### src/rtl/apix_upstream_tx.sv
// ---------------------------------------------------------------------------
// apix_upstream_tx
//   Back-channel serializer for the receiver end of an APIX link. Local
//   command bytes are queued in a small FIFO. Pixel-receiver error pulses are
//   counted in a saturating 8-bit counter. Both kinds of payload leave as
//   12-bit serial frames with a mid-bit strobe. At every frame boundary a
//   pending error report is sent before any queued command.
//
//   Frame (first bit first): start 0, type (0 cmd / 1 err), payload[0..7],
//   even parity over type+payload, stop 1. Each bit lasts CLK_DIV cycles.
//
// Ports
//   clk        system clock, rising edge
//   rst        asynchronous active-high reset
//   cmd_data   command byte
//   cmd_valid  cmd_data valid
//   cmd_ready  FIFO not full (combinational from FIFO occupancy)
//   err_in     one-cycle error pulse from the pixel receiver
//   up_data    serial line, idles high (registered)
//   up_clk     one-cycle strobe at bit-cycle index CLK_DIV/2 (registered)
//   busy       high while a frame or its trailing gap is in progress (registered)
// ---------------------------------------------------------------------------
module apix_upstream_tx #(
    parameter int CLK_DIV    = 4,   // even, >= 2
    parameter int FIFO_DEPTH = 4,   // power of two, >= 2
    parameter int GAP_BITS   = 2    // >= 1
) (
    input  logic       clk,
    input  logic       rst,
    input  logic [7:0] cmd_data,
    input  logic       cmd_valid,
    output logic       cmd_ready,
    input  logic       err_in,
    output logic       up_data,
    output logic       up_clk,
    output logic       busy
);
    localparam int PTR_W   = $clog2(FIFO_DEPTH);
    localparam int PTR_W1  = PTR_W + 1;
    localparam int DIV_W   = $clog2(CLK_DIV);
    localparam int GAP_CYC = GAP_BITS * CLK_DIV;
    localparam int GAP_W   = $clog2(GAP_CYC + 1);

    localparam logic [1:0] ST_IDLE = 2'd0;
    localparam logic [1:0] ST_SEND = 2'd1;
    localparam logic [1:0] ST_GAP  = 2'd2;

    localparam logic [DIV_W-1:0]  DIV_LAST    = DIV_W'(CLK_DIV - 1);
    // The strobe register is set one cycle early so it is high at index CLK_DIV/2.
    localparam logic [DIV_W-1:0]  DIV_PRE_MID = DIV_W'(CLK_DIV / 2 - 1);
    localparam logic [GAP_W-1:0]  GAP_LAST    = GAP_W'(GAP_CYC - 1);
    localparam logic [PTR_W1-1:0] FIFO_FULL   = PTR_W1'(FIFO_DEPTH);

    // Even parity bit: makes the total count of ones (bits + parity) even.
    function automatic logic even_parity(input logic [8:0] bits);
        return ^bits;
    endfunction

    // Frame image, bit 0 is transmitted first.
    function automatic logic [11:0] build_frame(input logic typ, input logic [7:0] payload);
        return {1'b1, even_parity({payload, typ}), payload, typ, 1'b0};
    endfunction

    // FIFO storage and pointers (extra MSB distinguishes full from empty)
    logic [7:0]        r_mem [FIFO_DEPTH];
    logic [PTR_W1-1:0] r_wr_ptr;
    logic [PTR_W1-1:0] r_rd_ptr;

    // Error counter and transmit state
    logic [7:0]        r_err_cnt;
    logic [1:0]        r_state;
    logic [10:0]       r_shift;      // bits still to send after the current one
    logic [3:0]        r_bit;        // index of bit currently on the line
    logic [DIV_W-1:0]  r_cyc;        // cycle within the current bit
    logic [GAP_W-1:0]  r_gap;
    logic              r_up_data;
    logic              r_up_clk;
    logic              r_busy;

    logic [PTR_W1-1:0] w_count;
    logic              w_full;
    logic              w_empty;
    logic              w_push;
    logic              w_load_err;
    logic              w_load_cmd;
    logic [11:0]       w_frame;

    // FIFO status, push/load decisions and the frame image for a load
    always_comb begin
        w_count    = r_wr_ptr - r_rd_ptr;
        w_full     = (w_count == FIFO_FULL);
        w_empty    = (r_wr_ptr == r_rd_ptr);
        w_push     = cmd_valid && !w_full;
        w_load_err = 1'b0;
        w_load_cmd = 1'b0;
        if (r_state == ST_IDLE) begin
            if (r_err_cnt != 8'h00) begin
                w_load_err = 1'b1;
            end else begin
                w_load_cmd = !w_empty;
            end
        end else begin
            w_load_err = 1'b0;
            w_load_cmd = 1'b0;
        end
        if (w_load_err) begin
            w_frame = build_frame(1'b1, r_err_cnt);
        end else begin
            w_frame = build_frame(1'b0, r_mem[r_rd_ptr[PTR_W-1:0]]);
        end
    end

    assign cmd_ready = !w_full;
    assign up_data   = r_up_data;
    assign up_clk    = r_up_clk;
    assign busy      = r_busy;

    // FIFO data array write (contents are don't-care until pushed)
    always_ff @(posedge clk) begin
        if (w_push) begin
            r_mem[r_wr_ptr[PTR_W-1:0]] <= cmd_data;
        end
    end

    // FIFO pointers: pop happens only when a command frame is loaded
    always_ff @(posedge clk or posedge rst) begin
        if (rst) begin
            r_wr_ptr <= '0;
            r_rd_ptr <= '0;
        end else begin
            if (w_push) begin
                r_wr_ptr <= r_wr_ptr + PTR_W1'(1);
            end
            if (w_load_cmd) begin
                r_rd_ptr <= r_rd_ptr + PTR_W1'(1);
            end
        end
    end

    // Saturating error counter; a load hands its value to the frame and
    // keeps an error arriving on the same edge
    always_ff @(posedge clk or posedge rst) begin
        if (rst) begin
            r_err_cnt <= 8'h00;
        end else if (w_load_err) begin
            r_err_cnt <= err_in ? 8'h01 : 8'h00;
        end else if (err_in && (r_err_cnt != 8'hFF)) begin
            r_err_cnt <= r_err_cnt + 8'h01;
        end
    end

    // Transmit FSM and registered line outputs
    always_ff @(posedge clk or posedge rst) begin
        if (rst) begin
            r_state   <= ST_IDLE;
            r_shift   <= '1;
            r_bit     <= 4'd0;
            r_cyc     <= '0;
            r_gap     <= '0;
            r_up_data <= 1'b1;
            r_up_clk  <= 1'b0;
            r_busy    <= 1'b0;
        end else begin
            case (r_state)
                ST_IDLE: begin
                    r_up_clk <= 1'b0;
                    r_bit    <= 4'd0;
                    r_cyc    <= '0;
                    r_gap    <= '0;
                    if (w_load_err || w_load_cmd) begin
                        r_up_data <= w_frame[0];
                        r_shift   <= w_frame[11:1];
                        r_state   <= ST_SEND;
                        r_busy    <= 1'b1;
                    end else begin
                        r_up_data <= 1'b1;
                        r_busy    <= 1'b0;
                    end
                end
                ST_SEND: begin
                    if (r_cyc == DIV_LAST) begin
                        r_cyc    <= '0;
                        r_up_clk <= 1'b0;
                        if (r_bit == 4'd11) begin
                            r_state   <= ST_GAP;
                            r_up_data <= 1'b1;
                            r_gap     <= '0;
                        end else begin
                            r_bit     <= r_bit + 4'd1;
                            r_up_data <= r_shift[0];
                            r_shift   <= {1'b1, r_shift[10:1]};
                        end
                    end else begin
                        r_cyc    <= r_cyc + DIV_W'(1);
                        r_up_clk <= (r_cyc == DIV_PRE_MID);
                    end
                end
                ST_GAP: begin
                    r_up_clk  <= 1'b0;
                    r_up_data <= 1'b1;
                    if (r_gap == GAP_LAST) begin
                        r_state <= ST_IDLE;
                        r_busy  <= 1'b0;
                    end else begin
                        r_gap <= r_gap + GAP_W'(1);
                    end
                end
                default: begin
                    r_state   <= ST_IDLE;
                    r_up_data <= 1'b1;
                    r_up_clk  <= 1'b0;
                    r_busy    <= 1'b0;
                end
            endcase
        end
    end

endmodule

### config.mk
export PLATFORM = sky130hd
export DESIGN_NAME = apix_upstream_tx
export DESIGN_NICKNAME = d
export VERILOG_FILES = /design/src/rtl/apix_upstream_tx.sv
export SDC_FILE = /design/constraint.sdc
export NUM_CORES = 1
export LEC_CHECK = 0
export CORE_MARGIN = 10
export CORE_UTILIZATION = 50
export DETAILED_ROUTE_END_ITERATION = 6
export GPL_ROUTABILITY_DRIVEN = 0
export PLACE_DENSITY = 0.68
export SLEW_MARGIN = 20
export SYNTH_ARGS = -nofsm -noshare
export SYNTH_HDL_FRONTEND = slang
export SYNTH_SLANG_ARGS = --single-unit
### constraint.sdc
create_clock -name clk -period 3.1 [get_ports clk]
set_input_delay 0.465 -clock clk [delete_from_list [all_inputs] [get_ports clk]]
set_output_delay 0.465 -clock clk [all_outputs]
set_load 0.005 [all_outputs]
Word-level counts from Yosys, hierarchy flattened. Memory sizes are Yosys's and may differ from the RTL's. Cells that the tools add are included.

Flip-flop bits (word level): 40. Bits in writable memories: 32. Input port bits: 12. Output and inout port bits: 4. Word-level logic and storage cells: 89. Memories kept: 1.

Memory list: r_mem (depth 4, width 8, rd ports 1, clocked after memory_dff 0, wr ports 1, line 65) `logic [7:0] r_mem [FIFO_DEPTH];`.

Add/sub/neg operators: 7. Equal/unequal tests: 15. Muxes and demuxes: 37. Bitwise gates (word level): 1. Reductions and logical operators: 17.

Operators by type and width (count): $mux 11 (4); $pmux 11 s2 (1); $mux 4 (5); $reduce_xor 9->1 (2); $mux 8 (2); $mux 1 (14); $pmux 4 s3 (1); $reduce_and 4->1 (3); $mux 2 (5); $ne 2x2->1 const B (5); $add 4x1->4 const B (2); $add 8x1->8 const B (1); $ne 8x8->1 const B (1); $pmux 4 s2 (1); $reduce_bool 8->1 (1); $add 3x1->3 const B (2); $pmux 2 s3 (1); $eq 2x1->1 const B (2); $eq 2x2->1 const B (2); $eq 4x3->1 const B (1); $eq 4x4->1 const B (1); $pmux 2 s2 (1); $reduce_bool 2->1 (2); $eq 3x3->1 (1); 14 further kinds (16).

Logic depth before layout (Yosys ltp). Gate-level depths: netlist (run 1).

Depth in word-level cells: 7. Gate-level depth with buffers: 8. Gate-level depth less buffers: 7.

Worst setup path before layout (run 1). No wires, ideal clock.

Path kind: reg-to-reg. Start point: register r_err_cnt[0]. End point: register r_shift[1]. Library setup time: 0.082 ns. Arrival time: 2.181 ns. Data required time: 3.018 ns. Slack: 0.837 ns. Cell stages (with the launch flop): 8. Buffers on the path: 0. Clock period less this slack: 2.263 ns. Cells stage by stage: dfrtp_1 inv_1 ha_1 or4b_4 or4_4 o21ai_4 o41ai_4 mux2_2.

Word-level cells in the longest chain between the ends: 6. Elaborated cells on any way between the ends: 11. Those cells by class: 1 x eq/ne; 7 x mux; 3 x reduce/logical.

RTL lines: start, declared (line 70) `logic [7:0] r_err_cnt;`; start signal, assigned (line 146) `r_err_cnt <= err_in ? 8'h01 : 8'h00;`; start signal, assigned (line 148) `r_err_cnt <= r_err_cnt + 8'h01;`; $reduce_bool 8->1 (line 97) `if (r_err_cnt != 8'h00) begin`; $mux 1 (line 97); $mux 1 (line 96) `if (r_state == ST_IDLE) begin`; $mux 11 or $logic_or 1x1->1 (tied branches) (line 106, 170); $mux 11 or $ne 2x1->1 (tied branches); $pmux 11 s2 or $reduce_and 4->1 (tied branches); end signal, assigned (line 172) `r_shift <= w_frame[11:1];`; end signal, assigned (line 191) `r_shift <= {1'b1, r_shift[10:1]};`; end, declared (line 72) `logic [10:0] r_shift;`.

Several ways; a longest one is shown, not always the timed one. The select of a mux whose other input is x is not followed. A chain may end at the register's enable or synchronous reset.

Final worst setup path (run 1).
Start point: register r_rd_ptr[1]. End point: output port cmd_ready.

Word-level cells in the longest chain between the ends: 3.

RTL lines: start, declared (line 67) `logic [PTR_W1-1:0] r_rd_ptr;`; start signal, assigned (line 135) `r_rd_ptr <= r_rd_ptr + PTR_W1'(1);`; $sub 3x3->3 (line 90) `w_count = r_wr_ptr - r_rd_ptr;`; $eq 3x3->1 (line 91) `w_full = (w_count == FIFO_FULL);`; $logic_not 1->1 (line 113) `assign cmd_ready = !w_full;`; end, declared (line 32) `output logic cmd_ready,`.

Every way passes these cells.

==> impl_metrics.yaml, run 1 <==
synth:
  yosysSeqAreaShare_pct: 56.2
  yosys_register_bits: 71
  synth_top_cell_by_area: "edfxtp_1"
  synthXorXnorAreaFrac_pct: 6.31
  avgSynthCellArea_um2: 12.7
  synthDistinctLibCells: 46
  synth_top_family_by_area: "simple AND/OR/NAND/NOR gates"
  netlist_area_um2: 3470
  ys.flop_type: "edfxtp_1"
  synth_compound_area_share_pct: 8.69
  syn-num-nets: 301
  synthAdderAreaFrac_pct: 5.77
  synth_edf_count: 32
  async_flop_share_pct: 54.9
  synth_mux_area_share_pct: 9.59
  yosysMostFrequentCell: "edfxtp_1"
  syn-instance-count: 273
  synthSimpleGateAreaFrac_pct: 10.5
  synth_warnings: 0
  synth_top_area_share_pct: 27.7
  synth_common_cells: "edfxtp_1 (32), nor2_1 (31), dfrtp_1 (28)"
  synth_area_leaders: "edfxtp_1 (28%), dfrtp_1 (20%), dfstp_2 (8.3%)"
cts:
  cts.clk_slew.worst_paths_ps: 80
  cts_tree: "yes"
  clk_latency_ps: 350
  cts_setup_buffers: 0
  cts_made_buffers: 9
  h-tree-depth: 3
  clock-root-buffer: "clkbuf_8"
  cts_hold_buffers: 0
  cts_buffer_depth: 2
  cts_repair_resize_count: 0
  cts.sink_count: 71
global_route:
  grt_pass1_vias: 2198
  grt_pass1_wl_um: 10700
  grt_usage_pct: 13.0
  antenna_found_initial: 0
  grt_max_degree: 40
  overflow: 0
route:
  dr.pass1.iters: 4
  routed_wl_um: 6090
  drc: 0
  vias: 2108
  ant_nets: 0
  vias_per_cell: 5.55
  wl_per_cell_um: 16.0
  first_iter_violations: 82
floorplan:
  core_um2: 6760
  die_y_um: 103
  start_util_pct: 51.4
  die-area_um2: 10700
  io_pins: 16
  rows: 30
  dieWidth_um: 103
power:
  power_leakage_nw: 1.55
  p_clk_share_pct: 16.9
  p_per_area_nw_per_um2: 1050
  seqPwrFrac_pct: 38.5
  p_int_w: 0.00258
  power.switching_w: 0.00153
  p_sw_share_pct: 37.2
  max-vdd-ir-drop_mv: 0.451
  power_frac_comb_pct: 44.6
worst_setup_path:
  critPathMaxFanout: 11
  worst_setup_path_start_kind: "flip-flop"
  worstPathRequired_ps: 2630
  crit_type: "flip-flop to output port"
  crit_arrival_ps: 2110
  end_kind: "output port"
timing:
  period_share_pct: 83.2
  tns_ps: 0
  worstMarginPinSlew_ps: 1060
  clock_skew_ps: 15.5
  rsz0062_at_grt: "no"
  slew_viol_final: 0
  final_hold_viol_count: 0
  finalCriticalPeriod_ps: 2580
  slew_headroom_pct: 28.6
  setup_viol: 0
  fmax_ghz: 0.388
cells_and_area:
  postLayoutCellArea_um2: 3910
  layout.nets: 323
  nFillCells: 573
  area_growth_pct: 12.6
  drive_gt1_share_pct: 19.3
  n_antenna_cell: 0
run:
  cap_violations: 0
placed_design:
  hpwl_um: 4280
  io_buffers: 15
  placed_cell_area_um2: 3720
min_path:
  min_path_type: "flip-flop to flip-flop"
outcome:
  status: "finished, final reports clean"
## cell usage in the layout (no fill, tap or decap), types with 2 or more instances in the layout
cell type	netlist	final
edfxtp_1	32	32
nor2_1	31	31
dfrtp_1	28	28
xnor2_1	19	19
nand2_1	16	16
ha_1	16	16
inv_1	15	15
clkdlybuf4s50_1	0	15
dfstp_2	11	11
mux2_2	10	10
clkbuf_8	0	9
mux4_2	8	8
a21oi_1	8	8
o21ai_0	8	8
xor2_1	6	6
buf_4	1	6
a2bb2oi_1	5	5
nor3_1	5	5
nand3_1	5	5
and2_1	5	5
mux2i_1	4	4
o2bb2ai_1	3	3
inv_6	0	3
o31ai_1	2	2
nor2b_1	2	2
or3_1	2	2
a22o_1	2	2
o31a_1	2	2
clkinv_4	0	2
## cell families (layout without fill, tap and decap cells)
kind of cell    Yosys count  count (layout)
buf+inv                  25              52
flops                    71              71
mux                      22              22
fa+ha+maj                16              16
compound gates           39              39
xor+xnor                 25              25
simple gates             75              75
## per-layer routing
metal	vias up	global-route usage, %	part of all wire (%)
met1	1037	16.3	47
met2	25	20.5	47
met5	-	0	0
met4	0	5.78	2.0
li1	1032	-	-
met3	14	3.46	3.2
## worst max-delay path: stages, from the launching register on
cell and delay, ps:
dfrtp_1 620, inv_1 90, ha_1 200, nor2b_1 130, xnor2_1 160, nand3_1 110, clkdlybuf4s50_1 460
## power groups by stage
stage                     Sequential (W)  Combinational (W)  Clock [W]
final                            0.00158            0.00183   0.000695
after global routing             0.00163            0.00205   0.000763
after CTS                        0.00158            0.00186   0.000713
after detailed placement         0.00160            0.00185          0
after global placement           0.00160            0.00181          0
after floorplan                  0.00148            0.00151          0
## flip-flops by register name (all words and copies together), names as in the netlist
signal     cells
r_cyc          2
up_data        1
r_shift       10
r_mem         32
up_clk         1
busy           1
r_bit          4
r_err_cnt      8
r_gap          4
r_state        2
r_rd_ptr       3
r_wr_ptr       3
## area by class of cell
class                      instances  area [um^2]  share of cell area (%)
sequential                        71         1950                    49.9
clock buffer                       9          124                    3.17
tap                               80          100                    2.56
multi-input combinational        177         1420                    36.3
inverter                          15         56.3                    1.44
timing repair buffer              21          195                    5.00
clock inverter                     7         62.6                    1.60
## path summary, 6_finish.rpt
| path | slack (ps) | depth (start not counted) | startpoint | endpoint |
|---|---|---|---|---|
| worst min register to register | 470 | 2 | r_shift[0] | r_shift[0] |
| min in group asynchronous | 540 | 3 | rst | r_err_cnt[7] |
| max in group asynchronous | 2200 | 3 | rst | up_data |
| worst max register to register | 590 | 7 | r_err_cnt[0] | r_shift[5] |
| worst min-delay path | 470 | 2 | r_shift[0] | r_shift[0] |
| worst max-delay path | 520 | 6 | r_rd_ptr[1] | cmd_ready |
## metrics by stage
| step | std cells | util, % | hold slack [ps] | setup slack, ps | total power, W |
|---|---|---|---|---|---|
| 2_1_floorplan | 273 | - | 445 | 837 | 0.00299 |
| 3_3_place_gp | 364 | 55.1 | 460 | 638 | 0.00341 |
| 3_5_place_dp | 364 | 55.1 | 456 | 585 | 0.00345 |
| 4_1_cts | 380 | 57.8 | 470 | 470 | 0.00415 |
| 5_1_grt | 380 | 57.8 | 513 | 360 | 0.00444 |
| 6_report | 380 | 57.8 | 469 | 522 | 0.00411 |
No activity file was read; power rests on OpenSTA's default activity.
==> run 2: changes to the inputs <==
==> constraint.sdc (replaced) <==
create_clock -name clk -period 2.5 [get_ports clk]
set_input_delay 0.375 -clock clk [delete_from_list [all_inputs] [get_ports clk]]
set_output_delay 0.375 -clock clk [all_outputs]
set_load 0.005 [all_outputs]
==> impl_metrics.yaml, run 2 (synthesis gave the netlist of run 1 again) <==
placed_design:
  placed_cell_area_um2: 3790
  hpwl_um: 4510
  io_buffers: 15
  pre_cts_ws_ps: 142
global_route:
  grt_pass1_wl_um: 10700
  grt_max_degree: 40
  antenna_found_initial: 0
  grt_usage_pct: 13.2
  grt_pass1_vias: 2210
  overflow: 0
worst_setup_path:
  worstPathRequired_ps: 2790
  cp_cell_sequence: "inv_1, ha_1, or4b_4, or4_4, o21ai_4, o41ai_4, o221a_2"
  cpLargestDelayFamily: "simple AND/OR/NAND/NOR gates"
  crit_type: "flip-flop to flip-flop"
  rr_startpoint: "r_err_cnt[1]"
  rr_worst_depth: 7
  end_kind: "flip-flop"
  crit_slowest_cell: "or4b_4"
  crit_arrival_ps: 2650
  slowest_delay_ps: 470
  worst-path-buf-inv: 1
  cp-endpoint: "r_shift[9]"
  critical_path_cell_count: 7
  rr_endpoint: "r_shift[9]"
  critPathLaunch: "r_err_cnt[1]"
  rrSetupSlack_ps: 140
  critPathMaxFanout: 10
  worst_setup_path_start_kind: "flip-flop"
floorplan:
  core_um2: 6760
  die-area_um2: 10700
  rows: 30
  dieWidth_um: 103
  io_pins: 16
  die_y_um: 103
  start_util_pct: 51.4
timing:
  final_hold_viol_count: 0
  fmax_ghz: 0.424
  slew_viol_final: 0
  period_share_pct: 94.4
  finalHoldWorstSlack_ps: 443
  worstMarginPinSlew_ps: 745
  slew_headroom_pct: 50.2
  tns_ps: 0
  setup_viol: 0
  setup_ws_ps: 140
  clock_skew_ps: 6.66
  finalCriticalPeriod_ps: 2360
  rsz0062_at_grt: "no"
cells_and_area:
  n_antenna_cell: 0
  final_cell_mix: "edfxtp_1 (32), nor2_1 (31), dfrtp_1 (28), xnor2_1 (19)"
  drive_gt1_share_pct: 21.7
  largest_reg_flops: 32
  postLayoutCellArea_um2: 3990
  layout.nets: 332
  final_common_cell: "edfxtp_1"
  area_growth_pct: 15.1
cts:
  cts_repair_resize_count: 0
  cts.clk_slew.worst_paths_ps: 80
  cts.sink_count: 71
  cts_hold_buffers: 0
  cts_tree: "yes"
  clock-root-buffer: "clkbuf_8"
  cts_setup_buffers: 0
  cts_buffer_depth: 2
  h-tree-depth: 3
  clk_latency_ps: 350
  cts_made_buffers: 9
route:
  wl_per_cell_um: 16.1
  vias: 2118
  routed_wl_um: 6260
  vias_per_cell: 5.44
  ant_nets: 0
  first_iter_violations: 58
  drc: 0
  dr.pass1.iters: 6
power:
  power.total_w: 0.00530
  p_per_area_nw_per_um2: 1330
  max-vdd-ir-drop_mv: 0.598
  power_leakage_nw: 1.60
run:
  cap_violations: 0
min_path:
  min_path_type: "primary input to asynchronous set/reset pin"
outcome:
  status: "finished, final reports clean"
[run 2: changes by cell type in the layout (fill, tap and decap cells not counted), sizes merged]
cell / previous run / this run
bufinv: 0 / 1
inv: 19 / 17
clkinvlp: 1 / 3
clkinv: 2 / 1
buf: 6 / 15
[run 2: cell type report]
cell class / instances / area, um^2
clock inverters: 7 / 81.3
flip-flops and latches: 71 / 1950
multi-input cells: 177 / 1420
well taps: 80 / 100
inverters: 15 / 56.3
fillers: 570 / 2760
clock buffers: 9 / 124
repair buffers: 30 / 263
[run 2: how the worst min path moves through the flow]
stage / start / endpoint / slack, ps
after floorplan: r_shift[0] / r_shift[0] / 440
after global placement: r_shift[0] / r_shift[0] / 460
after detailed placement: r_shift[0] / r_shift[0] / 470
after CTS: rst / r_wr_ptr[0] / 460
after global routing: rst / r_err_cnt[5] / 490
final: rst / r_err_cnt[6] / 440
[run 2: worst register-to-register path, stage by stage, from the launching register on]
cell,delay (ps)
dfrtp_1,420
inv_1,90
ha_1,130
or4b_4,470
or4_4,440
o21ai_4,210
o41ai_4,200
o221a_2,340
[run 2: where the power goes]
| part | total, W | internal (W) | switching (W) |
|---|---|---|---|
| Sequential | 0.00191 | 0.00166 | 0.000244 |
| Clock | 0.000934 | 0.000472 | 0.000462 |
| Combinational | 0.00245 | 0.00125 | 0.00121 |
| Total | 0.00530 | 0.00338 | 0.00191 |
[run 2: metal layers]
metal  GRT usage, %  up-vias  share of wire, %
li1               -     1036                 -
met1           15.8     1044                45
met2           22.0       28                50
met3           4.58       10               3.7
met4           3.53        0               1.1
met5              0        -                 0
[run 2: per-stage QoR]
step                      utilization, %  std cells
after floorplan                        -        273
after global placement              56.1        373
after detailed placement            56.1        373
after CTS                           59.1        389
after global routing                59.1        389
final                               59.1        389
==> run 3: changes to the inputs <==
--- a/config.mk
+++ b/config.mk
@@ -5,6 +5,7 @@
 export SDC_FILE = /design/constraint.sdc
 export NUM_CORES = 1
 export LEC_CHECK = 0
+export ABC_AREA = 1
 export CORE_MARGIN = 10
 export CORE_UTILIZATION = 50
 export DETAILED_ROUTE_END_ITERATION = 6
==> impl_metrics.yaml, run 3 <==
global_route:
  grt.busiest_layer: "met2"
  globalRouteMet1Util_pct: 15.9
  grt_max_degree: 40
  antenna_found_initial: 0
  grt_usage_pct: 12.9
  grtUsageMet2_pct: 20.9
  grt_pass1_wl_um: 12200
  use_met3_pct: 3.72
  overflow: 0
  grt_pass1_vias: 2647
cells_and_area:
  largest_reg_flops: 32
  area_growth_pct: 11.1
  final_common_cell: "nand2_1"
  n_antenna_cell: 0
  instances_no_fill: 583
  drive_gt1_share_pct: 15.4
  final_cell_mix: "nand2_1 (168), inv_1 (36), edfxtp_1 (32), nand3_1 (31), dfrtp_1 (28)"
  layout.nets: 504
synth:
  synth_top_area_share_pct: 24.4
  yosysSeqAreaShare_pct: 49.6
  netlist_area_um2: 3930
  ys.flop_type: "edfxtp_1"
  synth_top_cell_by_area: "edfxtp_1"
  synth_warnings: 0
  synth_common_cells: "nand2_1 (168), inv_1 (36), edfxtp_1 (32)"
  yosys_register_bits: 71
  async_flop_share_pct: 54.9
  avgSynthCellArea_um2: 8.68
  synthDistinctLibCells: 39
  synth_edf_count: 32
  syn-num-nets: 481
  syn-instance-count: 453
  synth_area_leaders: "edfxtp_1 (24%), dfrtp_1 (18%), nand2_1 (16%)"
  yosysMostFrequentCell: "nand2_1"
power:
  seqPwrFrac_pct: 47.7
  power_frac_comb_pct: 24.2
  power.switching_w: 0.00102
  p_per_area_nw_per_um2: 733
  max-vdd-ir-drop_mv: 0.457
  p_int_w: 0.00218
  power_leakage_nw: 1.99
  p_sw_share_pct: 31.8
  p_clk_share_pct: 28.1
route:
  dr.pass1.iters: 4
  vias: 2877
  wl_per_cell_um: 12.2
  first_iter_violations: 80
  ant_nets: 0
  vias_per_cell: 4.93
  routed_wl_um: 7100
  drc: 0
floorplan:
  rows: 32
  die_y_um: 109
  start_util_pct: 51.1
  io_pins: 16
  dieWidth_um: 109
  die-area_um2: 11800
  core_um2: 7690
cts:
  cts_made_buffers: 9
  cts_tree: "yes"
  clk_latency_ps: 350
  clock-root-buffer: "clkbuf_8"
  cts.sink_count: 71
  cts_buffer_depth: 2
  cts.clk_slew.worst_paths_ps: 80
  cts_hold_buffers: 0
  h-tree-depth: 3
worst_setup_path:
  rr_worst_depth: 9
  end_kind: "output port"
  critPathMaxFanout: 3
  worstPathRequired_ps: 2120
  rr_startpoint: "r_rd_ptr[1]"
  rr_endpoint: "r_mem[2][5]"
  crit_type: "flip-flop to output port"
  rrSetupSlack_ps: 510
  crit_arrival_ps: 1830
  worst_setup_path_start_kind: "flip-flop"
timing:
  clock_skew_ps: 15.9
  rsz0062_at_grt: "no"
  tns_ps: 0
  slew_headroom_pct: 62.1
  finalCriticalPeriod_ps: 2210
  slew_viol_final: 0
  setup_viol: 0
  worstMarginPinSlew_ps: 568
  final_hold_viol_count: 0
  period_share_pct: 88.2
  fmax_ghz: 0.453
placed_design:
  hpwl_um: 5310
  dp_cells: 565
  io_buffers: 15
run:
  cap_violations: 0
min_path:
  min_path_type: "primary input to asynchronous set/reset pin"
outcome:
  status: "finished, final reports clean"
run 3: area by class of cell:
class                   instances  area, um^2
repair buffers                 23         209
fillers                       709        3320
flip-flops and latches         71        1950
clock inverters                 7        72.6
multi-input cells             324        1700
clock buffers                   9         124
well taps                     102         128
inverters                      47         189
run 3: worst max path at each step:
stage / slack, ps / from / to / cells past startpoint
after global routing: 100 / r_wr_ptr[0] / cmd_ready / 8
after detailed placement: 270 / r_rd_ptr[1] / cmd_ready / 7
after CTS: 260 / r_rd_ptr[1] / cmd_ready / 7
final: 290 / r_rd_ptr[1] / cmd_ready / 7
after global placement: 280 / r_rd_ptr[1] / cmd_ready / 7
after floorplan: 150 / r_rd_ptr[1] / r_mem[0][0] / 10
run 3: critical path, stage by stage (launching register included):
cell	delay (ps)
dfrtp_1	390
inv_4	40
ha_1	300
a21oi_1	150
inv_1	60
or2_1	200
nand4_1	90
dlygate4sd2_1	250
run 3: power by group through the flow:
stage | sequential [W] | clock, W | combinational, W
floorplan | 0.00152 | 0 | 0.000589
global placement | 0.00155 | 0 | 0.000751
detailed placement | 0.00155 | 0 | 0.000768
CTS | 0.00153 | 0.000918 | 0.000787
global route | 0.00154 | 0.000966 | 0.000901
finish | 0.00153 | 0.000901 | 0.000774
run 3: per-layer routing:
metal / vias up / share of wire [%]
met5: - / 0
met4: 0 / 1.8
met3: 13 / 3.6
met2: 44 / 48
met1: 1310 / 47
li1: 1510 / -
run 3: per-stage QoR:
stage	power [W]	hold WS (ps)	worst slack (ps)	instance area, um^2	utilization (%)
global placement	0.00230	457	282	4160	54.1
floorplan	0.00211	446	147	3930	-
global route	0.00341	471	105	4370	56.8
CTS	0.00323	446	259	4370	56.8
finish	0.00320	434	294	4370	56.8
detailed placement	0.00232	459	268	4160	54.1
run 3: logic make-up after synthesis:
group,Yosys count,share of synthesized area [%]
flops,71,49.6
buf+inv,58,7.26
compound gates,42,6.81
xor+xnor,10,2.23
simple gates,256,29.0
fa+ha+maj,16,5.09
run 3: timing repair:
item / 4_1_cts / 5_1_grt
setup buffers: 2 / 0
endpoints found under the setup margin: 1 / 0
gates resized for setup: 1 / 0
